[config.mk]
export PLATFORM = sky130hd
export DESIGN_NAME = iblk_rd_responder
export DESIGN_NICKNAME = d
export VERILOG_FILES = /design/src/rtl/iblk_rd_responder.sv
export SDC_FILE = /design/constraint.sdc
export NUM_CORES = 1
export LEC_CHECK = 0
export BUFFER_PORTS_ARGS = -buffer_cell sky130_fd_sc_hd__buf_2
export CAP_MARGIN = 5
export CORE_ASPECT_RATIO = 1.5
export CORE_MARGIN = 1.5
export CORE_UTILIZATION = 40
export CTS_BUF_LIST = sky130_fd_sc_hd__clkbuf_8
export CTS_CLUSTER_DIAMETER = 150
export CTS_CLUSTER_SIZE = 28
export DETAILED_ROUTE_END_ITERATION = 6
export GPL_ROUTABILITY_DRIVEN = 0
export PLACE_DENSITY = 0.63
export RECOVER_POWER = 50
export SYNTH_ARGS = -nofsm -noshare
export SYNTH_HDL_FRONTEND = slang
export SYNTH_SLANG_ARGS = --single-unit
[constraint.sdc]
create_clock -name cpu_clk -period 2.2 [get_ports cpu_clk]
set_input_delay 0.44 -clock cpu_clk [delete_from_list [all_inputs] [get_ports cpu_clk]]
set_output_delay 0.44 -clock cpu_clk [all_outputs]
set_load 0.01 [all_outputs]
[src/rtl/iblk_rd_responder.sv]
// Block-read responder: accepts a block read from the cache side, waits a
// fixed access latency, fetches four 32-bit words from a synchronous memory
// and returns them as one block with a single-cycle valid pulse.
module iblk_rd_responder #(
  parameter int WAIT_CYCLES = 2,
  parameter int BLK_WIDTH   = 128
) (
  input  logic                 cpu_clk,
  input  logic                 cpu_rstn,
  input  logic [3:0]           cpu_ren,
  input  logic [31:0]          cpu_raddr,
  output logic                 dev_rrdy,
  output logic                 dev_rvalid,
  output logic [BLK_WIDTH-1:0] dev_rdata,
  output logic                 mem_en,
  output logic [31:0]          mem_addr,
  input  logic [31:0]          mem_rdata
);

  typedef enum logic [1:0] {
    S_IDLE = 2'd0,
    S_WAIT = 2'd1,
    S_READ = 2'd2,
    S_RESP = 2'd3
  } state_t;

  localparam logic [3:0] LP_WAIT    = 4'(WAIT_CYCLES);
  localparam bit         LP_NO_WAIT = (WAIT_CYCLES == 0);

  state_t                r_state;
  state_t                w_state_nxt;
  logic [3:0]            r_cnt;
  logic [2:0]            r_beat;
  logic [31:0]           r_base;
  logic [127:0]          r_asm;
  logic [BLK_WIDTH-1:0]  r_blk;
  logic                  w_req;

  // Any set bit of cpu_ren is a whole-block request; the pattern is irrelevant.
  assign w_req     = |cpu_ren;
  assign dev_rdata = r_blk;

  // State register; reset abandons any transaction in flight.
  always_ff @(posedge cpu_clk or negedge cpu_rstn) begin
    if (!cpu_rstn) r_state <= S_IDLE;
    else           r_state <= w_state_nxt;
  end

  // Next-state and Moore outputs; memory strobe only in the first four READ beats.
  always_comb begin
    w_state_nxt = r_state;
    dev_rrdy    = 1'b0;
    dev_rvalid  = 1'b0;
    mem_en      = 1'b0;
    mem_addr    = 32'h0;
    case (r_state)
      S_IDLE: begin
        dev_rrdy = 1'b1;
        if (w_req) w_state_nxt = LP_NO_WAIT ? S_READ : S_WAIT;
      end
      S_WAIT: begin
        if (r_cnt == 4'd1) w_state_nxt = S_READ;
      end
      S_READ: begin
        if (r_beat < 3'd4) begin
          mem_en   = 1'b1;
          // Base is block aligned, so this add never carries out of the block.
          mem_addr = r_base + {27'h0, r_beat[1:0], 2'b00};
        end else begin
          w_state_nxt = S_RESP;
        end
      end
      S_RESP: begin
        dev_rvalid  = 1'b1;
        w_state_nxt = S_IDLE;
      end
      default: w_state_nxt = S_IDLE;
    endcase
  end

  // Request latch, latency counter, beat counter and word assembly.
  always_ff @(posedge cpu_clk or negedge cpu_rstn) begin
    if (!cpu_rstn) begin
      r_cnt  <= 4'h0;
      r_beat <= 3'h0;
      r_base <= 32'h0;
      r_asm  <= 128'h0;
      r_blk  <= '0;
    end else begin
      case (r_state)
        S_IDLE: begin
          if (w_req) begin
            r_base <= {cpu_raddr[31:4], 4'b0000};
            r_cnt  <= LP_WAIT;
            r_beat <= 3'h0;
          end
        end
        S_WAIT: begin
          r_cnt <= r_cnt - 4'd1;
        end
        S_READ: begin
          r_beat <= r_beat + 3'd1;
          // Memory data lags the strobe by one cycle: beat k+1 carries word k.
          case (r_beat)
            3'd1: r_asm[31:0]   <= mem_rdata;
            3'd2: r_asm[63:32]  <= mem_rdata;
            3'd3: r_asm[95:64]  <= mem_rdata;
            3'd4: begin
              r_asm[127:96] <= mem_rdata;
              // Output block updates only here, so it holds between responses.
              r_blk <= BLK_WIDTH'({mem_rdata, r_asm[95:0]});
            end
            default: ;
          endcase
        end
        default: ;
      endcase
    end
  end

endmodule

### Yosys cells after proc, flatten, opt, wreduce, memory -nomap -nowiden

Cells that the tools add are included.
W data, S select, Z words.

| cells by class | value |
|---|---|
| add/subtract/negate cells | 3 |
| magnitude comparators | 1 |
| equality and inequality tests | 11 |
| multiplexer cells | 14 |
| reduce and logical (&&, ||, !) cells | 12 |

Operators with widths:

| operator | number |
|---|---|
| $mux W32 | 2 |
| $add A32 B4 Y32 | 1 |
| $reduce_and A2 Y1 | 7 |
| $pmux W2 S4 | 1 |
| $pmux W4 S2 | 1 |
| $eq A3 B2 Y1 const B | 2 |
| $mux W2 | 3 |
| $ne A2 B2 Y1 const B | 3 |
| $pmux W3 S2 | 1 |
| $eq A2 B2 Y1 const B | 2 |
| $eq A4 B1 Y1 const B | 1 |
| $mux W1 | 4 |
| $mux W4 | 1 |
| $reduce_bool A2 Y1 | 2 |
| $reduce_or A4 Y1 | 1 |
| $sub A4 B1 Y4 const B | 1 |
| $add A3 B1 Y3 const B | 1 |
| $eq A3 B1 Y1 const B | 1 |
| $eq A3 B3 Y1 const B | 1 |
| $lt A3 B3 Y1 const B | 1 |
| $mux W3 | 1 |
| $reduce_and A3 Y1 | 1 |
| $eq A2 B1 Y1 const B | 1 |
| $logic_not A2 Y1 | 1 |

| word-level totals | value |
|---|---|
| bits in registers | 261 |
| output and inout bits | 163 |
| word-level logic and storage cells | 49 |

### Depth between registers and ports, before layout

| depth | value |
|---|---|
| word-level depth | 3 |
| mapped depth | 6 |
| gate-level depth less buffers | 6 |

### Worst setup path after synthesis

OpenSTA, ideal clock, no wires.

| timing path | value |
|---|---|
| path kind | flip-flop to output port |
| start | register r_state[0] |
| end | output mem_addr[20] |
| data arrival time | 1441 ps |
| data required time | 1760 ps |
| setup slack | 319 ps |
| stages on the path, launching flop included | 6 |
| buffers on the path | 1 |
| cell sequence | dfrtp_1 > inv_1 > ha_1 > and2b_1 > clkbuf_1 > and2_1 |

| on the way | value |
|---|---|
| word-level cells in the longest chain between the ends | 2 |

Ends and longest elaborated chain:

| item | RTL line | source |
|---|---|---|
| start, declared | 30 | `state_t r_state;` |
| start signal, assigned | 46 | `else r_state <= w_state_nxt;` |
| $eq A2 B2 Y1 | 56 | `case (r_state)` |
| $mux W32 | 56 |  |
| end, declared | 16 | `output logic [31:0] mem_addr,` |

Every way passes these cells.

### Worst setup path after layout

| timing path | value |
|---|---|
| start | register r_state[0] |
| end | output mem_addr[8] |

The elaborated chain is that of the path after synthesis.

==> results.cfg <==
[cts]
cts.sinks = 261
cts_root_buf = sky130_fd_sc_hd__clkbuf_8
clock_insertion_delay_worst_skew_ps = 510
path_clk_slew_ps = 160
cts_buffers = 13
ctsLongestPathBuffers = 3
cts_tree = built
ctsHtreeMaxLevel = 1

[floorplanning]
floorplan.die.width_um = 134
initial_utilization = 0.408
die_area_mm2 = 0.0265
num_rows = 71
boundaryPins = 233
core_mm2 = 0.0251
floorplan.die.height_um = 199

[setup_path]
end_kind = output pin
worst_path_max_delay_cell = sky130_fd_sc_hd__dfrtp_1
criticalPathCategory = register to output pin
crit_required_ps = 1760
startpoint_type = register
rrSetupSlack_ps = 310
timing.critical_path.arrival_ps = 1790
largest_stage_delay_on_the_critical_path_ps = 430
timing.critical_path.cells = inv_2 > ha_4 > and2b_4 > buf_8 > and2_1 > buf_2
timing.critical_path.fanout_max = 14

[final_layout]
mostFrequentLayoutCells = sky130_fd_sc_hd__dfrtp_1 (261), sky130_fd_sc_hd__mux2_2 (233), sky130_fd_sc_hd__buf_2 (159)
post-route-util = 0.482
synthToLayoutAreaGrowth_pct = 18.2
most_common_cell_after_layout_fill_and_taps_aside = sky130_fd_sc_hd__dfrtp_1
drive_gt1_frac = 0.536
final_nets = 955
register_area_mm2 = 0.00653
multi_input_area_mm2 = 0.00352
fillerInstances = 2307

[outcome]
outcome = finished, violations left
violations = negative setup slack

[power]
power_report.internal_total_mw = 11.4
power.leakage_nw = 5.54
report.power.total_mw = 16.9
ir_drop_mv = 0.917
power_frac_seq = 0.496
comb_power_share = 0.388
switchingPower_mw = 5.47
clkPwrFrac = 0.116
netSwitchingFraction = 0.324
power.density_cell_area_mw_per_mm2 = 1400

[sta]
setup-violations-final = 21
clock-skew-final_ps = 26.9
rsz0062_at_grt = true
slew_headroom = 0.259
timing.hold.ws_ps = 138
layout_setup_ws_ps = -31.6
period_needed_ps = 2230
final_min_period_over_clock_period = 1.01
worst-slew-pin-transition_ps = 1110
timing.fmax_ghz = 0.448
timing_hold_violations_final = 0
timing.final.max_slew_violations = 0

[synth]
syn_inst = 630
synth_seq_cells = 261
synth.avg_cell_area_um2 = 16.2
syn_area_mm2 = 0.0102
synth_seq_area_share = 0.639
synthesis.yosys.warnings = 0
synth.lib_cells_used.distinct = 28

[global_route]
antenna_found_initial = 0
grt_first_pass_wirelength_um = 32500
first_global_vias = 6091
grt_overflow = 0
pin_count_of_the_biggest_net_entering_global_routing = 81
grt_usage = 0.154

[routing]
total_iterations_of_the_first_detailed_routing_run = 4
avgRoutedWirePerCell_um = 17.0
wl_um = 20400
route.antenna.remaining_nets = 0
vias_per_cell = 4.85
first_iter_violations = 148
detailroute.via_count = 5821
drcViolationCount = 0

[placed_design]
dpl.hpwl_um = 13900
buffer_ports.inserted = 226

[run]
maxCapViolCount = 0

[min_path]
hold_path_class = primary input to register
==> flip-flops by register name, indices dropped and copies added (netlist names) <==
name and flops:
dev_rdata 128, r_asm 96, r_base 28, r_beat 3, r_cnt 4, r_state 2
==> synth_stat cells, drive strengths merged <==
master    n  area (um2)
a21oi     1        5.00
and2b     1        7.51
clkbuf    4        15.0
dfrtp   261        6530
nor4      1        6.26
or4       1        11.3
nor2      1        3.75
buf      27         169
or3b      1        8.76
nand4b    2        17.5
and2     30         188
a32oi     1        8.76
o211ai    2        15.0
ha       12         150
a32o      1        10.0
nor3      1        5.00
mux2i     3        30.0
nand3     1        5.00
nand2    15        63.8
conb      1        3.75
mux2    253        2920
inv       7        26.3
o21ai     3        15.0
==> worst max-delay path, delay by kind of cell (launching register included) <==
family / cells / cell delay, ps
flip-flops: 1 / 430
adder cells (fa/ha/maj): 1 / 130
buffers and inverters: 3 / 370
AND/OR/NAND/NOR: 2 / 360
==> path summary, 6_finish.rpt <==
check | start | to | cells after the start
setup / recovery | r_state[0] | mem_addr[8] | 6
hold / removal | cpu_raddr[9] | r_base[9] | 2
setup reg to reg | r_state[0] | dev_rdata[83] | 7
hold reg to reg | r_asm[48] | dev_rdata[48] | 1
max in group asynchronous | cpu_rstn | dev_rdata[112] | 3
min in group asynchronous | cpu_rstn | r_base[30] | 2
==> cell families after synthesis <==
family                     Yosys count  synth area share
adders and majority gates           12            0.0147
AOI/OAI and AO/OA                    8           0.00526
other                                1          0.000367
buffers and inverters               38            0.0206
muxes                              256             0.289
DFF                                261             0.639
and+or+nand+nor                     54            0.0310
==> power groups by stage <==
stage               combinational, mW  sequential (mW)  clock (mW)
CTS                              6.85             8.39        2.11
global placement                 6.47             8.41           0
finish                           6.55             8.38        1.97
detailed placement               6.63             8.51           0
global route                     7.15             8.73        2.25
floorplan                        3.58             8.87           0
==> layer usage <==
metal / wire, um / share of wire / GRT usage / vias up
li1: - / - / - / 2661
met1: 8100 / 0.40 / 0.181 / 3007
met2: 11000 / 0.54 / 0.292 / 137
met3: 979 / 0.048 / 0.0260 / 16
met4: 298 / 0.015 / 0.0366 / 0
met5: 0 / 0 / 0 / -
==> cell type report <==
cell class	instances	share of cell area
clock inverter	1	0.00166
timing repair buffer	258	0.115
multi-input combinational	332	0.292
inverter	7	0.00218
tap	328	0.0340
clock buffer	13	0.0148
antenna	1	0.000207
sequential	261	0.541
==> timing repair <==
item,in CTS,in global routing
hold endpoints to repair,69,0
setup endpoints to repair,31,32
cloned,1,0
gates resized for setup,10,6
setup buffers,6,0
hold buffers,1,0
==> stage by stage <==
stage               cells  TNS (ps)  instance area (um2)  setup slack (ps)
floorplan             631         0                10200               319
global placement     1178         0                11900               210
detailed placement   1178         0                11900               183
CTS                  1200     -1640                12200             -91.8
global route         1200     -4480                12100              -165
finish               1201      -258                12100             -31.6
Note: power is estimated with default switching activity, not from simulation.
